**config.mk**
```make
export PLATFORM = sky130hd
export DESIGN_NAME = seg7_scan
export DESIGN_NICKNAME = d
export VERILOG_FILES = /design/src/rtl/seg7_scan.sv
export SDC_FILE = /design/constraint.sdc
export NUM_CORES = 1
export LEC_CHECK = 0
export CELL_PAD_IN_SITES_DETAIL_PLACEMENT = 1
export CELL_PAD_IN_SITES_GLOBAL_PLACEMENT = 1
export CORE_ASPECT_RATIO = 1.2
export CORE_MARGIN = 2
export CORE_UTILIZATION = 39
export DETAILED_ROUTE_END_ITERATION = 16
export PLACE_DENSITY = 0.77
export SETUP_SLACK_MARGIN = 0.5
export SYNTH_ARGS = -nofsm -noshare
export SYNTH_HDL_FRONTEND = slang
export SYNTH_SLANG_ARGS = --single-unit
export TNS_END_PERCENT = 5
```
**constraint.sdc**
```tcl
create_clock -name CLK -period 2.75 [get_ports CLK]
set_input_delay 0.55 -clock CLK [delete_from_list [all_inputs] [get_ports CLK]]
set_output_delay 0.55 -clock CLK [all_outputs]
set_load 0.005 [all_outputs]
```
**src/rtl/seg7_scan.sv**
```systemverilog
// seg7_scan: multiplexed seven-segment scanner.
// The slow square wave from the upstream clock divider is synchronised and
// edge-detected into a one-cycle scan tick. Each tick moves to the next digit,
// with one blank cycle between digits. Display data is double-buffered and
// only swapped at the frame wrap, so a new value is never shown half-updated.
module seg7_scan #(
    parameter int DIGITS      = 4,
    parameter int SYNC_STAGES = 2
) (
    input  logic                  CLK,
    input  logic                  RST,
    input  logic                  SCAN_IN,
    input  logic [4*DIGITS-1:0]   VALUE,
    input  logic [DIGITS-1:0]     DP,
    input  logic                  LOAD,
    input  logic                  BLANK_LZ,
    output logic [DIGITS-1:0]     AN,
    output logic [6:0]            SEG,
    output logic                  SEG_DP,
    output logic                  FRAME
);

    localparam int IW = (DIGITS > 1) ? $clog2(DIGITS) : 1;
    localparam logic [IW-1:0] LAST_IDX = IW'(DIGITS - 1);

    localparam logic [1:0] ST_IDLE  = 2'd0;
    localparam logic [1:0] ST_BLANK = 2'd1;
    localparam logic [1:0] ST_DRIVE = 2'd2;

    // Segment patterns {g,f,e,d,c,b,a}, active-low.
    function automatic logic [6:0] decode(input logic [3:0] nib);
        logic [6:0] s;
        case (nib)
            4'd0:    s = 7'b1000000;
            4'd1:    s = 7'b1111001;
            4'd2:    s = 7'b0100100;
            4'd3:    s = 7'b0110000;
            4'd4:    s = 7'b0011001;
            4'd5:    s = 7'b0010010;
            4'd6:    s = 7'b0000010;
            4'd7:    s = 7'b1111000;
            4'd8:    s = 7'b0000000;
            4'd9:    s = 7'b0010000;
            4'd15:   s = 7'b0111111;  // dash
            default: s = 7'b1111111;  // 10..14 blank
        endcase
        return s;
    endfunction

    // ------------------------------------------------------------------
    // Scan reference synchroniser and rising-edge detect
    // ------------------------------------------------------------------
    logic [SYNC_STAGES-1:0] sync_q;
    logic                   hist_q;
    logic                   tick;
    logic                   wrap;

    // Shift SCAN_IN through the synchroniser; the history flop remembers the
    // previous synchronised level so only a low-to-high transition ticks.
    always_ff @(posedge CLK) begin
        if (RST) begin
            sync_q <= '0;
            hist_q <= 1'b0;
        end else begin
            sync_q <= {sync_q[SYNC_STAGES-2:0], SCAN_IN};
            hist_q <= sync_q[SYNC_STAGES-1];
        end
    end

    assign tick = sync_q[SYNC_STAGES-1] & ~hist_q;

    // ------------------------------------------------------------------
    // Digit index
    // ------------------------------------------------------------------
    logic [IW-1:0] idx_q, idx_d;

    assign wrap = tick && (idx_q == LAST_IDX);

    // Advance one digit per tick, wrapping after the last digit.
    always_comb begin
        idx_d = idx_q;
        if (tick) begin
            idx_d = wrap ? '0 : idx_q + 1'b1;
        end
    end

    // ------------------------------------------------------------------
    // Double buffer: pending takes every LOAD, active only changes at wrap.
    // A LOAD coinciding with the wrap goes straight through to active.
    // ------------------------------------------------------------------
    logic [4*DIGITS-1:0] pend_val_q, pend_val_d;
    logic [DIGITS-1:0]   pend_dp_q,  pend_dp_d;
    logic [4*DIGITS-1:0] act_val_q,  act_val_d;
    logic [DIGITS-1:0]   act_dp_q,   act_dp_d;

    // Next-state for both buffers.
    always_comb begin
        pend_val_d = LOAD ? VALUE : pend_val_q;
        pend_dp_d  = LOAD ? DP    : pend_dp_q;
        act_val_d  = wrap ? pend_val_d : act_val_q;
        act_dp_d   = wrap ? pend_dp_d  : act_dp_q;
    end

    // ------------------------------------------------------------------
    // Scan state machine
    // ------------------------------------------------------------------
    logic [1:0] state_q, state_d;

    // Any tick forces a blank cycle; BLANK otherwise always proceeds to DRIVE.
    always_comb begin
        state_d = state_q;
        case (state_q)
            ST_IDLE:  state_d = tick ? ST_BLANK : ST_IDLE;
            ST_BLANK: state_d = tick ? ST_BLANK : ST_DRIVE;
            ST_DRIVE: state_d = tick ? ST_BLANK : ST_DRIVE;
            default:  state_d = ST_IDLE;
        endcase
    end

    // ------------------------------------------------------------------
    // Per-digit decode with leading-zero blanking
    // ------------------------------------------------------------------
    logic [DIGITS-1:0]      lz_blank;
    logic [DIGITS-1:0][6:0] dig_seg;

    // Walk from the most significant digit down; a digit is a leading zero
    // while it and everything above it are zero. Digit 0 always shows.
    always_comb begin
        logic zrun;
        zrun     = 1'b1;
        lz_blank = '0;
        for (int i = DIGITS - 1; i >= 0; i--) begin
            zrun        = zrun && (act_val_d[4*i +: 4] == 4'd0);
            lz_blank[i] = BLANK_LZ && zrun && (i != 0);
        end
    end

    for (genvar g = 0; g < DIGITS; g++) begin : g_dig
        assign dig_seg[g] = lz_blank[g] ? 7'h7F : decode(act_val_d[4*g +: 4]);
    end

    // ------------------------------------------------------------------
    // Registered outputs, computed from next-state so the display follows
    // the state machine without an extra cycle of lag.
    // ------------------------------------------------------------------
    logic [DIGITS-1:0] an_d;
    logic [6:0]        seg_d;
    logic              dp_d;

    // Only DRIVE lights a digit; IDLE and BLANK keep everything dark.
    always_comb begin
        an_d  = '1;
        seg_d = 7'h7F;
        dp_d  = 1'b1;
        if (state_d == ST_DRIVE) begin
            an_d  = ~(DIGITS'(1) << idx_d);
            seg_d = dig_seg[idx_d];
            dp_d  = ~act_dp_d[idx_d];
        end
    end

    // All architectural state; RST overrides tick and LOAD.
    always_ff @(posedge CLK) begin
        if (RST) begin
            idx_q      <= '0;
            state_q    <= ST_IDLE;
            pend_val_q <= '0;
            pend_dp_q  <= '0;
            act_val_q  <= '0;
            act_dp_q   <= '0;
            AN         <= '1;
            SEG        <= 7'h7F;
            SEG_DP     <= 1'b1;
            FRAME      <= 1'b0;
        end else begin
            idx_q      <= idx_d;
            state_q    <= state_d;
            pend_val_q <= pend_val_d;
            pend_dp_q  <= pend_dp_d;
            act_val_q  <= act_val_d;
            act_dp_q   <= act_dp_d;
            AN         <= an_d;
            SEG        <= seg_d;
            SEG_DP     <= dp_d;
            FRAME      <= wrap;
        end
    end

endmodule
```
==> flow_metrics.tcl <==
set metrics [dict create \
    yosysUniqueCellTypes 44 \
    synth-edff-count 0 \
    netlist_area_um2 3280 \
    crit_fanout 5 \
    synth_top_area_frac 0.366 \
    cp.required_ns 3.00 \
    fmax_mhz 401 \
    p_leak_nw 2.10 \
    hpwl_um 7110 \
    final.setup.worst_slack_ns 0.259 \
    die-area_um2 9160 \
    routed_wl_um 11200 \
    stdcell_count 588 \
    power_mw 1.90 \
    first_pass_iters 4 \
    via_per_inst 5.23 \
    syn_to_final_growth_pct 45.2 \
    max_cap_viol_count 0 \
    clockRootBuffer "clkbuf_8" \
    synth_fa_ha_area_frac 0.103 \
    overflow 0 \
    ys_seq_area_frac 0.366 \
    place_ws_ns -0.369 \
    setup.worst_path.class "flip-flop to flip-flop" \
    holdPathEnd "sync_q[1]$_SDFF_PP0_" \
    whs_path_depth 1 \
    core_area_um2 8150 \
    synthSimpleGateAreaFrac 0.176 \
    fillCellCount 928 \
    dr.first_iter.drc_count 115 \
    io_buffers 37 \
    placed_cells 546 \
    synth_nets 417 \
    route.vias.total 3077 \
    initial_core_util 0.402 \
    ys_warn_count 0 \
    end_kind "flip-flop" \
    die_w_um 87.7 \
    clk_latency_ns 0.35 \
    synth_ff_type "dfxtp_1" \
    tightest_slew_ns 0.537 \
    maxSlewViolCount 0 \
    rows 36 \
    hold_buffers 0 \
    worstHoldStart "sync_q[0]$_SDFF_PP0_" \
    synth-xor-area-share 0 \
    grt_pass1_vias 3301 \
    synth_most_common_cell "dfxtp_1" \
    synthTopCellsByArea "dfxtp_1 (37%), ha_1 (10%), mux2i_1 (8.2%)" \
    cts_tree "built" \
    nNetsFinal 521 \
    p_per_area_nw_per_um2 399 \
    r2r-start "idx_q[0]$_SDFF_PP0_" \
    min_period_ns 2.49 \
    tns_ns 0 \
    yosysTopAreaCell "dfxtp_1" \
    hold_viol 0 \
    htree_levels 3 \
    gp_congestion 0.905 \
    die_h_um 104 \
    ant_nets 0 \
    clk_pin_slew_ns 0.07 \
    reg2reg_depth 11 \
    io_pins 38 \
    grt_antenna_before_repair 0 \
    synth_top_family_by_area "simple AND/OR/NAND/NOR gates" \
    muxShareOfSynthArea 0.163 \
    crit_start "idx_q[0]$_SDFF_PP0_" \
    crit_arrival_ns 2.74 \
    synth_compound_area_frac 0.141 \
    whs_ns 0.463 \
    min_period_over_period 0.906 \
    slew_headroom 0.632 \
    r2r_end "SEG[4]$_SDFF_PP1_" \
    hold_path.class "flip-flop to flip-flop" \
    grt_max_degree 48 \
    wl_per_cell_um 19.0 \
    rsz0062_at_grt "yes" \
    synthesis.instances 365 \
    rrSetupSlack_ns 0.26 \
    antenna_cells 0 \
    cts.sinks 60 \
    globalRouteTotalUtil 0.239 \
    tritoncts.num_buffers 9 \
    avgSynthCellArea_um2 8.98 \
    fin_worst_skew_ns 0.0118 \
    synth_common_cells "dfxtp_1 (60), nor2_1 (54), ha_1 (27), mux2i_1 (27), a21oi_1 (25)" \
    synth-async-reset-ratio 0 \
    ys_seq_elements 60 \
    clock_path_buffers 2 \
    grt_pass1_wl_um 16800 \
    drcViolationCount 0 \
    drive_gt1_frac 0.310 \
    status "complete, no violations" \
    setup_violations 0 \
    cp-start-kind "flip-flop" \
    peakVddDrop_mv 0.198 \
]
-- report_power, final --
part | switching (mW) | internal [mW]
clock network | 0.381 | 0.404
logic | 0.0993 | 0.114
registers | 0.0100 | 0.893
total | 0.490 | 1.41
-- kinds of logic (layout without fill, tap and decap cells) --
logic type	after synthesis	after routing
AO/OA/AOI/OAI	75	75
adder cells (fa/ha/maj)	27	27
buffers and inverters	34	143
flip-flops	60	60
multiplexers	48	48
AND/OR/NAND/NOR	121	121
-- state kept, by name (all words and copies together) (netlist names) --
signal,flops
act_dp_q,4
act_val_q,16
pend_dp_q,4
AN,4
SEG,7
sync_q,2
hist_q,1
FRAME,1
state_q,2
SEG_DP,1
pend_val_q,16
idx_q,2
-- worst max-delay path by stage --
stage	end	slack [ns]	depth (start not counted)
CTS	SEG[4]$_SDFF_PP1_	0.26	12
floorplan	SEG[4]$_SDFF_PP1_	0.22	12
finish	SEG[4]$_SDFF_PP1_	0.26	11
detailed placement	SEG[4]$_SDFF_PP1_	-0.37	12
global placement	SEG[4]$_SDFF_PP1_	-0.26	12
global route	SEG[4]$_SDFF_PP1_	0.12	11
-- critical path, cell delays in order (launching register included) --
cell	delay, ns
dfxtp_4	0.36
ha_4	0.16
and3b_2	0.25
buf_4	0.15
buf_4	0.13
mux2i_1	0.15
buf_4	0.17
ha_1	0.22
mux2_1	0.31
nand2_1	0.07
a21oi_1	0.10
a2111oi_2	0.33
-- per-stage QoR --
step / util / instance area (um^2)
3_5_place_dp: 0.511 / 4170
4_1_cts: 0.564 / 4600
3_3_place_gp: 0.511 / 4170
5_1_grt: 0.584 / 4760
2_1_floorplan: - / 3380
6_report: 0.584 / 4760
-- layout make-up --
cell class / count / area [um^2] / share of cell area
multi-input combinational: 271 / 2150 / 0.451
sequential: 60 / 1210 / 0.253
timing repair buffer: 109 / 1000 / 0.210
clock buffer: 12 / 165 / 0.0347
tap: 114 / 143 / 0.0299
inverter: 18 / 67.6 / 0.0142
clock inverter: 4 / 32.5 / 0.00683
-- layer usage --
metal  global-route usage  up-vias  wire length (um)
li1                     -     1488                 -
met1                0.278     1535              4700
met2                0.430       41              5970
met3               0.0468       13               306
met4               0.0725        0               180
met5                    0        -                 0
-- layout by cell type, fill, tap and decap left out, drive strengths merged, types with 17 or more instances in the layout --
master / instances
a21oi: 25
buf: 72
clkdlybuf4s50: 35
dfxtp: 60
ha: 27
inv: 18
mux2: 18
mux2i: 30
nand2: 17
nor2: 54
-- what timing repair did --
item / 4_1_cts / 5_1_grt
cloned: 1 / 0
gates resized for setup: 11 / 32
setup buffers: 19 / 6
endpoints found under the hold margin: 0 / 0
setup endpoints to repair: 7 / 7
pin swaps: 8 / 14
No activity file was read; power rests on OpenSTA's default activity.
